**src/rtl/plab5_mcore_dma_req_frontend_pkg.sv**
```systemverilog
// Shared definitions for the DMA request front-end: message field encodings,
// register offsets, status codes and FSM state encodings.
package plab5_mcore_dma_req_frontend_pkg;

    // Memory message type field (vc mem msg format)
    localparam int         c_type_nbits = 3;
    localparam logic [2:0] c_type_read  = 3'd0;
    localparam logic [2:0] c_type_write = 3'd1;

    // Register offsets, taken from addr[3:2]
    localparam logic [1:0] c_off_src   = 2'd0;
    localparam logic [1:0] c_off_dest  = 2'd1;
    localparam logic [1:0] c_off_go    = 2'd2;
    localparam logic [1:0] c_off_count = 2'd3;

    // Status codes returned in resp_data; the top expands them to full width
    typedef enum logic [1:0] {
        STATUS_OK       = 2'd0,   // 0
        STATUS_REJECT   = 2'd1,   // 1
        STATUS_UNMAPPED = 2'd2    // all ones
    } status_t;

    // Front-end control FSM
    typedef enum logic [1:0] {
        ST_IDLE     = 2'd0,
        ST_RESP     = 2'd1,
        ST_LAUNCH   = 2'd2,
        ST_WAIT_ACK = 2'd3
    } state_t;

    // A domain-0 GO may not use an address last written by domain 1.
    // Domain-1 GOs are always allowed.
    function automatic logic go_rejected(input logic req_dom,
                                         input logic src_tag,
                                         input logic dest_tag);
        return (req_dom == 1'b0) && (src_tag || dest_tag);
    endfunction

endpackage

```
**src/rtl/plab5_mcore_dma_tagged_reg.sv**
```systemverilog
// Address register with a 1-bit tag recording the security domain of its
// last writer. Data and tag are always updated together.
module plab5_mcore_dma_tagged_reg #(
    parameter int p_nbits = 32
) (
    input  logic               clk,
    input  logic               reset,
    input  logic               i_wen,
    input  logic [p_nbits-1:0] i_data,
    input  logic               i_tag,
    output logic [p_nbits-1:0] o_data,
    output logic               o_tag
);

    logic [p_nbits-1:0] r_data;
    logic               r_tag;

    // Capture value and writer domain on write enable; clear on reset
    always_ff @(posedge clk) begin
        if (reset) begin
            r_data <= '0;
            r_tag  <= 1'b0;
        end else if (i_wen) begin
            r_data <= i_data;
            r_tag  <= i_tag;
        end
    end

    assign o_data = r_data;
    assign o_tag  = r_tag;

endmodule

```
**src/rtl/plab5_mcore_dma_req_frontend.sv**
```systemverilog
// Memory-mapped front-end for the DMA controller. Holds SRC/DEST (domain
// tagged), launches one DMA copy per GO write and answers every accepted
// network request with exactly one response. One request in flight at a time.
module plab5_mcore_dma_req_frontend
    import plab5_mcore_dma_req_frontend_pkg::*;
#(
    parameter int                    p_opaque_nbits = 8,
    parameter int                    p_addr_nbits   = 32,
    parameter int                    p_data_nbits   = 32,
    parameter logic [p_addr_nbits-1:0] p_base_addr  = 32'h0002_0000,
    localparam int c_len_nbits   = $clog2(p_data_nbits / 8),
    localparam int c_req_cnbits  = c_type_nbits + p_opaque_nbits + p_addr_nbits + c_len_nbits,
    localparam int c_resp_cnbits = c_type_nbits + p_opaque_nbits + c_len_nbits
) (
    input  logic                     clk,
    input  logic                     reset,

    input  logic                     req_val,
    output logic                     req_rdy,
    input  logic [c_req_cnbits-1:0]  req_control,
    input  logic [p_data_nbits-1:0]  req_data,
    input  logic                     req_domain,

    output logic                     resp_val,
    input  logic                     resp_rdy,
    output logic [c_resp_cnbits-1:0] resp_control,
    output logic [p_data_nbits-1:0]  resp_data,
    output logic                     resp_domain,

    output logic                     dma_val,
    input  logic                     dma_rdy,
    output logic                     dma_domain,
    output logic [p_addr_nbits-1:0]  dma_src_addr,
    output logic [p_addr_nbits-1:0]  dma_dest_addr,
    input  logic                     dma_ack
);

    // ------------------------------------------------------------------
    // Request unpack: {type, opaque, addr, len}
    // ------------------------------------------------------------------
    logic [c_type_nbits-1:0]   w_req_type;
    logic [p_opaque_nbits-1:0] w_req_opaque;
    logic [p_addr_nbits-1:0]   w_req_addr;
    logic [c_len_nbits-1:0]    w_req_len;

    assign w_req_type   = req_control[c_req_cnbits-1 -: c_type_nbits];
    assign w_req_opaque = req_control[c_req_cnbits-c_type_nbits-1 -: p_opaque_nbits];
    assign w_req_addr   = req_control[c_len_nbits +: p_addr_nbits];
    assign w_req_len    = req_control[c_len_nbits-1:0];

    // Length and byte offset carry no meaning for word-wide registers
    logic w_unused_req_bits;
    assign w_unused_req_bits = ^{w_req_len, w_req_addr[1:0]};

    // ------------------------------------------------------------------
    // State
    // ------------------------------------------------------------------
    state_t                    r_state;
    logic                      r_req_rdy;
    logic                      r_resp_val;
    logic [p_data_nbits-1:0]   r_resp_data;
    logic                      r_resp_domain;
    logic [c_type_nbits-1:0]   r_resp_type;
    logic [p_opaque_nbits-1:0] r_resp_opaque;
    logic                      r_dma_val;
    logic                      r_dma_domain;
    logic [p_addr_nbits-1:0]   r_dma_src;
    logic [p_addr_nbits-1:0]   r_dma_dest;
    logic [p_data_nbits-1:0]   r_count;

    // Request fields held while a GO transfer is in progress
    logic [c_type_nbits-1:0]   r_lat_type;
    logic [p_opaque_nbits-1:0] r_lat_opaque;
    logic                      r_lat_domain;

    // ------------------------------------------------------------------
    // Tagged SRC (index 0) and DEST (index 1) registers
    // ------------------------------------------------------------------
    logic [1:0]              w_reg_wen;
    logic [p_addr_nbits-1:0] w_reg_data [2];
    logic [1:0]              w_reg_tag;

    for (genvar gi = 0; gi < 2; gi++) begin : g_addr_reg
        plab5_mcore_dma_tagged_reg #(
            .p_nbits (p_addr_nbits)
        ) u_reg (
            .clk    (clk),
            .reset  (reset),
            .i_wen  (w_reg_wen[gi]),
            .i_data (p_addr_nbits'(req_data)),
            .i_tag  (req_domain),
            .o_data (w_reg_data[gi]),
            .o_tag  (w_reg_tag[gi])
        );
    end

    // ------------------------------------------------------------------
    // Decode of the request presented in IDLE
    // ------------------------------------------------------------------
    function automatic logic [p_data_nbits-1:0] status_word(input status_t s);
        case (s)
            STATUS_OK:     return '0;
            STATUS_REJECT: return p_data_nbits'(1);
            default:       return '1;
        endcase
    endfunction

    logic                    w_accept;
    logic                    w_is_write;
    logic                    w_hit;
    logic [1:0]              w_off;
    logic                    w_mapped;
    logic                    w_go_write;
    logic                    w_go_reject;
    logic [p_data_nbits-1:0] w_resp_word;

    assign w_accept    = req_val && r_req_rdy;
    assign w_is_write  = (w_req_type == c_type_write);
    assign w_hit       = (w_req_addr[p_addr_nbits-1:4] == p_base_addr[p_addr_nbits-1:4]);
    assign w_off       = w_req_addr[3:2];
    // COUNT is read-only: a write to it behaves like a miss
    assign w_mapped    = w_hit && !(w_is_write && (w_off == c_off_count));
    assign w_go_write  = w_mapped && w_is_write && (w_off == c_off_go);
    assign w_go_reject = go_rejected(req_domain, w_reg_tag[0], w_reg_tag[1]);

    // Register write enables and the response word for a directly answered request
    always_comb begin
        w_reg_wen   = 2'b00;
        w_resp_word = '0;
        if (w_accept && w_mapped && w_is_write) begin
            w_reg_wen[0] = (w_off == c_off_src);
            w_reg_wen[1] = (w_off == c_off_dest);
        end
        if (!w_mapped) begin
            w_resp_word = status_word(STATUS_UNMAPPED);
        end else if (w_is_write) begin
            w_resp_word = (w_go_write && w_go_reject) ? status_word(STATUS_REJECT)
                                                      : status_word(STATUS_OK);
        end else begin
            case (w_off)
                c_off_src:   w_resp_word = p_data_nbits'(w_reg_data[0]);
                c_off_dest:  w_resp_word = p_data_nbits'(w_reg_data[1]);
                c_off_go:    w_resp_word = '0;
                default:     w_resp_word = r_count;
            endcase
        end
    end

    // ------------------------------------------------------------------
    // Control FSM with registered outputs. Every output not owned by the
    // current state is held at zero so IDLE presents a clean interface.
    // ------------------------------------------------------------------
    always_ff @(posedge clk) begin
        if (reset) begin
            r_state       <= ST_IDLE;
            r_req_rdy     <= 1'b1;
            r_resp_val    <= 1'b0;
            r_resp_data   <= '0;
            r_resp_domain <= 1'b0;
            r_resp_type   <= '0;
            r_resp_opaque <= '0;
            r_dma_val     <= 1'b0;
            r_dma_domain  <= 1'b0;
            r_dma_src     <= '0;
            r_dma_dest    <= '0;
            r_count       <= '0;
            r_lat_type    <= '0;
            r_lat_opaque  <= '0;
            r_lat_domain  <= 1'b0;
        end else begin
            case (r_state)
                ST_IDLE: begin
                    if (w_accept) begin
                        r_req_rdy    <= 1'b0;
                        r_lat_type   <= w_req_type;
                        r_lat_opaque <= w_req_opaque;
                        r_lat_domain <= req_domain;
                        if (w_go_write && !w_go_reject) begin
                            // Addresses are frozen here; no register write
                            // can occur until the response is consumed.
                            r_state      <= ST_LAUNCH;
                            r_dma_val    <= 1'b1;
                            r_dma_domain <= req_domain;
                            r_dma_src    <= w_reg_data[0];
                            r_dma_dest   <= w_reg_data[1];
                        end else begin
                            r_state       <= ST_RESP;
                            r_resp_val    <= 1'b1;
                            r_resp_data   <= w_resp_word;
                            r_resp_domain <= req_domain;
                            r_resp_type   <= w_req_type;
                            r_resp_opaque <= w_req_opaque;
                        end
                    end
                end
                ST_LAUNCH: begin
                    if (dma_rdy) begin
                        r_dma_val <= 1'b0;
                        r_state   <= ST_WAIT_ACK;
                    end
                end
                ST_WAIT_ACK: begin
                    if (dma_ack) begin
                        r_count       <= r_count + p_data_nbits'(1);
                        r_state       <= ST_RESP;
                        r_resp_val    <= 1'b1;
                        r_resp_data   <= status_word(STATUS_OK);
                        r_resp_domain <= r_lat_domain;
                        r_resp_type   <= r_lat_type;
                        r_resp_opaque <= r_lat_opaque;
                        r_dma_domain  <= 1'b0;
                        r_dma_src     <= '0;
                        r_dma_dest    <= '0;
                    end
                end
                ST_RESP: begin
                    if (resp_rdy) begin
                        r_state       <= ST_IDLE;
                        r_req_rdy     <= 1'b1;
                        r_resp_val    <= 1'b0;
                        r_resp_data   <= '0;
                        r_resp_domain <= 1'b0;
                        r_resp_type   <= '0;
                        r_resp_opaque <= '0;
                    end
                end
                default: begin
                    r_state   <= ST_IDLE;
                    r_req_rdy <= 1'b1;
                end
            endcase
        end
    end

    // ------------------------------------------------------------------
    // Outputs; response pack is {type, opaque, len=0}
    // ------------------------------------------------------------------
    assign req_rdy       = r_req_rdy;
    assign resp_val      = r_resp_val;
    assign resp_data     = r_resp_data;
    assign resp_domain   = r_resp_domain;
    assign resp_control  = {r_resp_type, r_resp_opaque, {c_len_nbits{1'b0}}};
    assign dma_val       = r_dma_val;
    assign dma_domain    = r_dma_domain;
    assign dma_src_addr  = r_dma_src;
    assign dma_dest_addr = r_dma_dest;

endmodule
```
**config.mk**
```make
export PLATFORM = sky130hd
export DESIGN_NAME = plab5_mcore_dma_req_frontend
export DESIGN_NICKNAME = d
export VERILOG_FILES = /design/src/rtl/plab5_mcore_dma_req_frontend_pkg.sv /design/src/rtl/plab5_mcore_dma_tagged_reg.sv /design/src/rtl/plab5_mcore_dma_req_frontend.sv
export SDC_FILE = /design/constraint.sdc
export NUM_CORES = 1
export LEC_CHECK = 0
export CAP_MARGIN = 30
export CORE_ASPECT_RATIO = 1.2
export CORE_MARGIN = 2
export CORE_UTILIZATION = 54
export CTS_CLUSTER_DIAMETER = 50
export DETAILED_ROUTE_END_ITERATION = 10
export PLACE_DENSITY_LB_ADDON = 0.1
export SYNTH_ARGS = -nofsm -noshare
export SYNTH_HDL_FRONTEND = slang
export SYNTH_SLANG_ARGS = --single-unit
```
**constraint.sdc**
```tcl
create_clock -name clk -period 4.4 [get_ports clk]
set_clock_uncertainty 0.15 [all_clocks]
set_input_delay 1.32 -clock clk [delete_from_list [all_inputs] [get_ports clk]]
set_output_delay 1.32 -clock clk [all_outputs]
set_load 0.05 [all_outputs]
```
==> impl_metrics.py <==
metrics = {
    "timing": {
        "max-slew-margin-rel_pct": 36.32,
        "hold_viol": 0,
        "min_period_over_period_pct": 80.52,
        "rsz0062_at_grt": "no",
        "fin_ws_ns": 0.8571,
        "fmax_mhz": 282.3,
        "maxSlewViolCount": 0,
        "setup_viol": 0,
        "worstMarginPinSlew_ns": 0.9552,
        "finalCriticalPeriod_ns": 3.543,
        "hold_ws_ns": 0.3038,
        "totalNegativeSetupSlack_ns": 0,
    },
    "routing": {
        "via_per_inst": 5.586,
        "ant_nets": 0,
        "routed_wl_um": 24150,
        "avgRoutedWirePerCell_um": 17.22,
        "vias": 7831,
        "firstDrtPassIters": 5,
        "drt_iter0_drc": 531,
        "drc": 0,
    },
    "synth": {
        "netlist_instances": 1018,
        "synth_compound_area_share_pct": 19.66,
        "ys_seq_area_share_pct": 50.08,
        "netlist.area_leader.share_pct": 50.08,
        "yosysTopAreaCell": "dfxtp_1",
        "synth_top_family_by_area": "compound AO/OA/AOI/OAI gates",
        "ys_warn_count": 0,
        "synth_xor_area_share_pct": 2.641,
        "syn_area_per_cell_um2": 8.797,
        "async_flop_share_pct": 0,
        "netlist_area_um2": 8955,
        "synthAdderAreaFrac_pct": 0.1397,
        "synth_cell_types": 52,
        "yosys.area_share.simple_pct": 19.62,
        "ys.flop_type": "dfxtp_1",
        "ys_ff_latch": 224,
        "synth_area_leaders": "dfxtp_1 (50%), nand2_1 (8.8%), a22o_1 (6.4%), a21oi_1 (6.1%), mux2i_1 (3.6%)",
        "muxShareOfSynthArea_pct": 3.577,
        "synth_edf_count": 0,
    },
    "cells_and_area": {
        "drive_gt1_share_pct": 6.891,
        "fin_util_pct": 72.18,
        "fillers": 1314,
        "most-common-layout-cells": "dfxtp_1 (224), nand2_1 (211), clkdlybuf4s50_1 (189), a21oi_1 (109), nor2_1 (67)",
        "nets": 1259,
        "final_common_cell": "dfxtp_1",
        "instances_no_fill": 1402,
        "syn2layout_area_growth_pct": 30.64,
        "antenna_cells": 0,
    },
    "setup_path": {
        "max_stage_delay_ns": 0.53,
        "cp_max_fo": 65,
        "cp-end-kind": "flop",
        "crit_path_start_kind": "input pin",
        "crit_chain": "clkdlybuf4s50_1 -> nor4_1 -> nand3_1 -> o31ai_1 -> a21oi_4 -> buf_4 -> a22o_1",
        "critPathSlowestCell": "o31ai_1",
        "arrival_ns": 3.78,
        "worst-r2r-setup-slack_ns": 1.82,
        "r2r-start": "r_state[1]",
        "timing.rr.end": "dma_dest_addr[14]",
        "crit_type": "in2reg",
        "cp.required_ns": 4.64,
        "reg2regPathDepth": 6,
    },
    "pwr": {
        "ir_worst_vdd_mv": 0.3193,
        "leakagePower_nw": 4.127,
        "p_per_area_nw_per_um2": 385.4,
    },
    "placement": {
        "port_buffers": 191,
        "place_congestion": 0.8888,
        "dp_slack_ns": 0.3880,
        "hpwl_um": 16110,
        "dpl.cell_count": 1362,
    },
    "job": {
        "maxCapViolations": 0,
    },
    "die": {
        "chipWidth_um": 121.6,
        "die-area_um2": 17630,
        "initial_utilization_pct": 55.25,
        "row_count": 51,
        "core_um2": 16210,
        "die_y_um": 145.1,
        "ios": 198,
    },
    "clocking": {
        "cts_num_sinks": 224,
        "post-cts-setup-buffers": 0,
        "cts.clk_slew.worst_paths_ns": 0.06,
        "cts_tree": "yes",
        "cts_buffers": 22,
        "cts_root_buf": "clkbuf_16",
        "cts_max_path_buffers": 3,
        "cts_resized": 0,
        "ctsHoldBuffers": 0,
        "cts_htree_levels": 1,
        "clk_latency_ns": 0.50,
    },
    "global_routing": {
        "grtUsageTotal_pct": 26.91,
        "antenna_found_initial": 0,
        "met3_usage_pct": 4.914,
        "globalRouteMet1Util_pct": 33.89,
        "grt-busiest-layer": "met2",
        "grt_pass1_vias": 7370,
        "global_route.usage.met2_pct": 45.62,
        "grt_max_degree": 90,
        "grt-ovfl-total": 0,
        "grt_pass1_wl_um": 38550,
    },
    "hold_path": {
        "min_from": "resp_data[30]",
        "hold-path-endpoint": "resp_data[30]",
        "holdPathStages": 2,
        "hp-class": "reg2reg",
    },
    "status": {
        "status": "completed",
    },
}
-- kinds of logic (layout without fill, tap and decap cells) --
group                      Yosys count  in the layout
adders and majority gates            1              1
buffers and inverters               85            256
and+or+nand+nor                    383            383
muxes                               32             32
xor gates and xnor gates            27             27
DFF                                224            224
other                                1              2
AOI/OAI and AO/OA                  265            265
-- state kept, by name, indices dropped and copies added (netlist names), 2 cells and up --
| name | flops |
|---|---|
| g_addr.u_reg.o_data | 64 |
| dma_dest_addr | 32 |
| dma_src_addr | 32 |
| r_count | 32 |
| resp_data | 32 |
| r_lat_opaque | 8 |
| r_resp_opaque | 8 |
| r_lat_type | 3 |
| r_resp_type | 3 |
| g_addr.u_reg.o_tag | 2 |
| r_state | 2 |
-- layer usage --
metal | wire length [um] | vias to the layer above
li1 | - | 3869
met1 | 10060 | 3680
met2 | 11730 | 237
met3 | 1439 | 45
met4 | 918 | 0
met5 | 0 | -
-- worst max path at each step --
stage | startpoint | endpoint | slack, ns
finish | req_control[21] | dma_dest_addr[14] | 0.86
global route | req_control[21] | dma_dest_addr[0] | 0.64
CTS | req_control[21] | dma_dest_addr[14] | 0.89
detailed placement | req_control[21] | dma_dest_addr[20] | 0.39
global placement | req_control[21] | dma_src_addr[5] | 0.41
floorplan | req_control[16] | resp_val | 1.22
-- power by group --
group / leakage (nW) / switching, mW / internal (mW) / total [mW]
sequential: 1.82 / 0.0303 / 2.08 / 2.11
combinational: 1.96 / 0.343 / 0.201 / 0.544
clock: 0.352 / 0.779 / 1.07 / 1.85
-- cell type report --
class                           count  area (um2)  area share (%)
Clock buffer                       30       631.9           5.401
Clock inverter                     10       87.58          0.7487
Inverter                            4       15.01          0.1283
Multi-Input combinational cell    710        4140           35.39
Sequential cell                   224        4484           38.33
Tap cell                          212       265.3           2.267
Timing Repair Buffer              212        2074           17.73
-- critical path, delay by kind of cell --
kind	cells	cell delay, ns
AND/OR/NAND/NOR	2	0.68
AO/OA/AOI/OAI	3	0.96
buffers and inverters	2	0.75
-- cells in the mapped netlist, types with 12 or more instances --
cell type / number
a211oi_1: 34
a21oi_1: 110
a22o_1: 65
clkbuf_1: 64
dfxtp_1: 224
mux2i_1: 32
nand2_1: 211
nand3_1: 16
nor2_1: 67
nor2b_1: 14
o21ai_0: 33
xnor2_1: 15
xor2_1: 12
-- metrics by stage --
step	area (um2)	power [mW]
floorplan	8959	2.482
finish	11700	4.508
global placement	10980	2.698
CTS	11700	4.542
detailed placement	10980	2.701
global route	11700	4.662
Power figures use the tool's default switching activity.
